$ cat src/rtl/shift_seq8.sv
// Multi-cycle 8-bit shifter: the total shift is split into steps of at most
// 3 bits, one step per SHIFT cycle, with the result registered on DONE entry.

module shift_step (
  input  logic [1:0] op,
  input  logic [7:0] din,
  input  logic [1:0] amt,
  output logic [7:0] dout
);
  logic [3:0] back;

  // Rotate is the OR of a right shift and the complementary left shift.
  assign back = 4'd8 - {2'b00, amt};

  always_comb begin
    dout = din;
    case (op)
      2'b00:   dout = din >> amt;
      2'b01:   dout = din << amt;
      2'b10:   dout = $signed(din) >>> amt;
      default: dout = (din >> amt) | (din << back);
    endcase
  end
endmodule

module shift_seq8 (
  input  logic       clk,
  input  logic       reset,
  input  logic       start,
  input  logic [1:0] op,
  input  logic [7:0] d_in,
  input  logic [2:0] shamt,
  output logic       busy,
  output logic       done,
  output logic [7:0] d_out
);
  typedef enum logic [1:0] {IDLE = 2'd0, SHIFT = 2'd1, DONE = 2'd2} state_t;

  state_t     state, state_nxt;
  logic [7:0] acc, acc_sh;
  logic [2:0] rem, rem_nxt;
  logic [1:0] op_r, step;

  assign step    = (rem > 3'd3) ? 2'd3 : rem[1:0];
  assign rem_nxt = rem - {1'b0, step};

  shift_step u_step (
    .op  (op_r),
    .din (acc),
    .amt (step),
    .dout(acc_sh)
  );

  always_comb begin
    state_nxt = state;
    busy      = 1'b0;
    done      = 1'b0;
    case (state)
      IDLE:  if (start) state_nxt = (shamt == 3'd0) ? DONE : SHIFT;
      SHIFT: begin
        busy = 1'b1;
        if (rem_nxt == 3'd0) state_nxt = DONE;
      end
      DONE: begin
        busy      = 1'b1;
        done      = 1'b1;
        state_nxt = IDLE;
      end
      default: state_nxt = IDLE;
    endcase
  end

  always_ff @(posedge clk) begin
    if (reset) begin
      state <= IDLE;
      acc   <= 8'h00;
      rem   <= 3'd0;
      op_r  <= 2'b00;
      d_out <= 8'h00;
    end else begin
      state <= state_nxt;
      case (state)
        IDLE: if (start) begin
          acc  <= d_in;
          rem  <= shamt;
          op_r <= op;
          // Zero-length shift skips SHIFT, so DONE entry happens here.
          if (shamt == 3'd0) d_out <= d_in;
        end
        SHIFT: begin
          acc <= acc_sh;
          rem <= rem_nxt;
          if (rem_nxt == 3'd0) d_out <= acc_sh;
        end
        default: ;
      endcase
    end
  end
endmodule
$ cat config.mk
export PLATFORM = sky130hd
export DESIGN_NAME = shift_seq8
export DESIGN_NICKNAME = d
export VERILOG_FILES = /design/src/rtl/shift_seq8.sv
export SDC_FILE = /design/constraint.sdc
export NUM_CORES = 1
export LEC_CHECK = 0
export ABC_AREA = 1
export CAP_MARGIN = 20
export CORE_UTILIZATION = 55
export CTS_BUF_LIST = sky130_fd_sc_hd__clkbuf_4 sky130_fd_sc_hd__clkbuf_8
export CTS_CLUSTER_DIAMETER = 80
export CTS_CLUSTER_SIZE = 28
export DETAILED_ROUTE_END_ITERATION = 8
export PLACE_DENSITY = 0.82
export SLEW_MARGIN = 40
export SYNTH_ARGS = -nofsm -noshare
export SYNTH_HDL_FRONTEND = slang
export SYNTH_SLANG_ARGS = --single-unit
$ cat constraint.sdc
create_clock -name clk -period 2.49 [get_ports clk]
set_clock_uncertainty 0.05 [all_clocks]
set_input_delay 0.498 -clock clk [delete_from_list [all_inputs] [get_ports clk]]
set_output_delay 0.498 -clock clk [all_outputs]
set_load 0.05 [all_outputs]
==> results of run 1 <==
==> kinds of logic after synthesis <==
group | Yosys count | synth area share (%)
AND/OR/NAND/NOR | 129 | 33.8
AO/OA/AOI/OAI | 62 | 22.1
buffers and inverters | 44 | 11.5
flip-flops | 23 | 28.7
adder cells (fa/ha/maj) | 5 | 3.90
==> synthesized netlist by cell type <==
| cell | number |
|---|---|
| a21oi_1 | 21 |
| a21oi_2 | 1 |
| a21oi_4 | 1 |
| a221oi_1 | 2 |
| a31oi_1 | 2 |
| buf_2 | 1 |
| buf_4 | 1 |
| buf_6 | 2 |
| clkbuf_1 | 3 |
| dfxtp_1 | 23 |
| ha_1 | 5 |
| inv_1 | 33 |
| inv_2 | 4 |
| nand2_1 | 70 |
| nand2_2 | 1 |
| nand3_1 | 29 |
| nor2_1 | 25 |
| nor2_2 | 1 |
| nor2_4 | 2 |
| nor3_1 | 1 |
| o211a_1 | 1 |
| o211ai_1 | 1 |
| o21a_1 | 1 |
| o21ai_0 | 18 |
| o21ai_1 | 11 |
| o21ai_2 | 2 |
| o22ai_1 | 1 |
==> how the worst min path moves through the flow <==
stage	start	to	slack [ns]	cells after the start
floorplan	op_r[0]$_SDFFE_PP0P_	op_r[0]$_SDFFE_PP0P_	0.43	2
global placement	state[0]$_SDFFE_PP0P_	state[0]$_SDFFE_PP0P_	0.47	1
detailed placement	op_r[0]$_SDFFE_PP0P_	op_r[0]$_SDFFE_PP0P_	0.46	2
CTS	op_r[0]$_SDFFE_PP0P_	op_r[0]$_SDFFE_PP0P_	0.48	2
global route	op_r[0]$_SDFFE_PP0P_	op_r[0]$_SDFFE_PP0P_	0.52	2
finish	op_r[0]$_SDFFE_PP0P_	op_r[0]$_SDFFE_PP0P_	0.48	2
==> layer usage <==
metal	routed length, µm	track usage, %
met1	1950	41.7
met5	0	0
met4	35	7.32
met3	241	5.12
met2	1670	41.5
==> tightest hold or removal path, delay by kind of cell (launching register included) <==
kind	cells	cell delay, ns
buf+inv	1	0.08
compound gates	1	0.06
flops	1	0.36
==> layout make-up <==
class,instances,area [µm²],share of cell area (%)
clock buffer,3,22.5,1.18
clock inverter,1,5.00,0.263
inverter,37,139,7.29
multi-input combinational,196,958,50.3
sequential,23,460,24.2
tap,31,38.8,2.04
timing repair buffer,29,280,14.7
==> flip-flops by register name, indices dropped and copies added (netlist names) <==
| signal | flops |
|---|---|
| op_r | 2 |
| d_out | 8 |
| rem | 3 |
| state | 2 |
| acc | 8 |
==> power breakdown <==
part / switching (mW) / internal (mW)
registers: 0.127 / 0.527
clock network: 0.114 / 0.0600
logic: 1.46 / 0.723
total: 1.70 / 1.31
==> results.cfg, run 1 <==
[layout]
postLayoutCellArea_um2 = 1900
mostFrequentLayoutCells = nand2_1, inv_1, nand3_1
fillCellCount = 268
utilization_pct = 69.1
layout_commonest_cell = nand2_1
diodes = 0
layout.cells.non_filler = 320
drive_gt1_share_pct = 6.92
finalNetCount = 311
syn_to_final_growth_pct = 18.7

[logic_synthesis]
yosysTopAreaCell = dfxtp_1
ys_types = 27
yosysSeqAreaShare_pct = 28.7
netlist_area_um2 = 1600
yosysWarnings = 0
syn_avg_cell_area_um2 = 6.10
synth_seq_cells = 23
synth_top_area_share_pct = 28.7
syn_inst = 263
synth_nets = 284
synth_area_leaders = dfxtp_1, nand2_1, nand3_1

[clock_tree]
ctsResizeCount = 0
clock_latency_ns = 0.31
cts_setup_buffers = 0
clock-root-buffer = clkbuf_4
clock_path_buffers = 2
cts-htree-levels = 1
cts_tree = yes
cts_hold_buf = 0
clk_pin_slew_ns = 0.12
clock-sinks = 23
cts_buffers = 3

[global_routing]
gr-total-overflow = 0
grt_pass1_vias = 1595
gr-usage-all-layers_pct = 28.0
grt_pass1_wl_um = 7040
grt_max_degree = 19
antenna_found_initial = 0

[detailed_routing]
drt_iter0_markers = 131
drt_drc_violations_left = 0
drt_pass1_iterations = 4
via_per_inst = 5.38
wl_per_cell_um = 12.2
wirelength_um = 3900
vias = 1722
antenna_left = 0

[critical_path]
cp.depth = 3
setup.worst_path.end = busy
ff2ff_setup_slack_ns = 0.44
crit_type = reg -> out
rr_startpoint = rem[2]$_SDFFE_PP0P_
cpMaxStageDelayCell = clkdlybuf4s50_1
crit_required_ns = 1.94
critPathLaunch = state[0]$_SDFFE_PP0P_
max_stage_delay_ns = 0.81
path_delay_family = buffers and inverters
r2r_end = acc[4]$_SDFFE_PP0P_
crit_chain = inv_1 -> ha_1 -> clkdlybuf4s50_1
crit_arrival_ns = 1.84
r2r_cells = 9
end_kind = output port
worst-path-buf-inv = 2
start_kind = flop
cp_max_fo = 3

[sta]
worst_pin_slew_ns = 0.507
slew_viol_final = 0
period_share_pct = 95.9
setup_tns_ns = 0
max_freq_mhz = 419
setup_viol = 0
grt_setup_unrepaired = no
slew_headroom_pct = 66.1
min_period_ns = 2.39
finalHoldViolations = 0
hold_ws_ns = 0.478
setup_slack_ns = 0.101

[hold_path]
hold_class = reg -> reg

[pwr]
powerDensity_nw_per_um2 = 1580
ir_drop_mv = 1.25
leakage_nw = 0.926
report.power.total_mw = 3.01

[floorplanning]
die-area_um2 = 3140
ios = 26
core-area_um2 = 2760
die_y_um = 56.0
initial_utilization_pct = 58.2
core.rowCount = 19
die_x_um = 56.0

[placement]
place_area_um2 = 1880
place_ws_ns = 0.399
portBuffers = 25
dpl.hpwl_um = 2980
dp.cells = 316
place_congestion = 0.937

[flow_run]
max_cap_viol_count = 0

[run_status]
status = complete, no violations
Note: power is estimated with default switching activity, not from simulation.
==> run 2: changes to the inputs <==
==> constraint.sdc (replaced) <==
create_clock -name clk -period 2.49 [get_ports clk]
set_clock_uncertainty 0.05 [all_clocks]
set_input_delay 0.249 -clock clk [delete_from_list [all_inputs] [get_ports clk]]
set_output_delay 0.249 -clock clk [all_outputs]
set_load 0.05 [all_outputs]
==> run 2 against run 1 <==
Critical path depth unchanged. First-iteration DRC count up 34%. Hold slack better by 0.0026 ns. Register-to-register slack about the same. Flip-flop and latch count unchanged. Non-clock buffer count unchanged. Global-route usage up 0.20 points. Routed wire length up 6.1%. Via count up 3.5%. Clock-buffer cell count unchanged. Clock power about the same. Critical endpoint unchanged. Largest cell class unchanged. Highest routed layer unchanged.
==> results.cfg, run 2 (synthesis gave the netlist of run 1 again) <==
[hold_path]
hold_class = reg -> reg
worstHoldPathCells = 2
min_from = op_r[0]$_SDFFE_PP0P_

[sta]
setup_tns_ns = 0
period_share_pct = 85.6
grt_setup_unrepaired = no
slew_headroom_pct = 66.7
setup_viol = 0
worst_pin_slew_ns = 0.498
max_freq_mhz = 469
min_period_ns = 2.13
finalHoldViolations = 0
slew_viol_final = 0

[floorplanning]
initial_utilization_pct = 58.2
die_x_um = 56.0
ios = 26
core.rowCount = 19
die_y_um = 56.0
die-area_um2 = 3140
core-area_um2 = 2760

[global_routing]
gr-total-overflow = 0
grt_pass1_vias = 1640
gr-usage-all-layers_pct = 28.2
antenna_found_initial = 0
grt_util_met3_pct = 4.65
grt-busiest-layer = met2
grt_pass1_wl_um = 7160
grt_max_degree = 18
grt_util_met1_pct = 41.6
use_met2_pct = 43.0

[clock_tree]
clk_pin_slew_ns = 0.13
ctsResizeCount = 0
clock-root-buffer = clkbuf_4
clock_latency_ns = 0.31
cts_setup_buffers = 0
clock-sinks = 23
cts-htree-levels = 1
cts_buffers = 3
cts_tree = yes
clock_path_buffers = 2
cts_hold_buf = 0

[pwr]
ir_drop_mv = 1.26
report.power.total_mw = 3.05
powerDensity_nw_per_um2 = 1600
leakage_nw = 0.926

[layout]
utilization_pct = 69.1
drive_gt1_share_pct = 6.92
layout_commonest_cell = nand2_1
regArea_um2 = 460
finalNetCount = 311
diodes = 0
top_regs = acc (8), d_out (8), rem (3)
fillCellCount = 269
multi_input_area_um2 = 958
syn_to_final_growth_pct = 18.7
mostFrequentLayoutCells = nand2_1, inv_1, nand3_1

[critical_path]
max_stage_delay_ns = 0.79
critPathLaunch = state[0]$_SDFFE_PP0P_
cpMaxStageDelayCell = clkdlybuf4s50_1
crit_arrival_ns = 1.83
worst-path-buf-inv = 2
cp.depth = 3
end_kind = output port
crit_chain = inv_1 -> ha_1 -> clkdlybuf4s50_1
cp_max_fo = 3
crit_type = reg -> out
r2r_cells = 10
path_delay_family = buffers and inverters
ff2ff_setup_slack_ns = 0.43
start_kind = flop
crit_required_ns = 2.19
rr_startpoint = state[1]$_SDFFE_PP0P_

[placement]
place_congestion = 0.926
portBuffers = 25
dpl.hpwl_um = 3100

[detailed_routing]
wirelength_um = 4140
vias = 1782
drt_pass1_iterations = 5
via_per_inst = 5.57
drt_drc_violations_left = 0
wl_per_cell_um = 12.9
drt_iter0_markers = 175
antenna_left = 0

[run_status]
status = complete, no violations

[flow_run]
max_cap_viol_count = 0
==> run 2: where the power goes <==
group / total [mW] / switching [mW] / internal [mW]
sequential: 0.651 / 0.124 / 0.527
clock: 0.177 / 0.117 / 0.0599
combinational: 2.22 / 1.49 / 0.727
total: 3.05 / 1.73 / 1.31
==> run 2: path summary, 6_finish.rpt <==
check / to
min: op_r[0]$_SDFFE_PP0P_
max: busy
max reg2reg: d_out[7]$_SDFFE_PP0P_
min reg2reg: op_r[0]$_SDFFE_PP0P_
==> run 2: metal layers <==
metal | share of wire (%) | vias to the layer above
li1 | - | 907
met1 | 48 | 794
met2 | 44 | 77
met3 | 7.2 | 4
met4 | 0.87 | 0
met5 | 0 | -
==> run 2: worst register-to-register path, cell delays in order (launching register included) <==
cell and delay, ns:
dfxtp_1 0.38, inv_1 0.07, ha_1 0.21, inv_2 0.24, a21oi_2 0.09, nor2_4 0.13
o21ai_2 0.09, a21oi_4 0.38, nand3_1 0.19, nand2_1 0.10, inv_1 0.04
==> run 2: layout make-up <==
class	instances	area share (%)
inverter	37	7.29
timing repair buffer	29	14.7
tap	31	2.04
clock inverter	1	0.263
sequential	23	24.2
clock buffer	3	1.18
multi-input combinational	196	50.3
==> run 2: metrics by stage <==
step / setup WS (ns) / instances / hold slack, ns / area, µm²
after CTS: 0.344 / 320 / 0.486 / 1900
after floorplan: 0.703 / 263 / 0.278 / 1600
final: 0.358 / 320 / 0.480 / 1900
after global placement: 0.517 / 316 / 0.455 / 1880
after detailed placement: 0.459 / 316 / 0.465 / 1880
after global routing: 0.267 / 320 / 0.519 / 1900
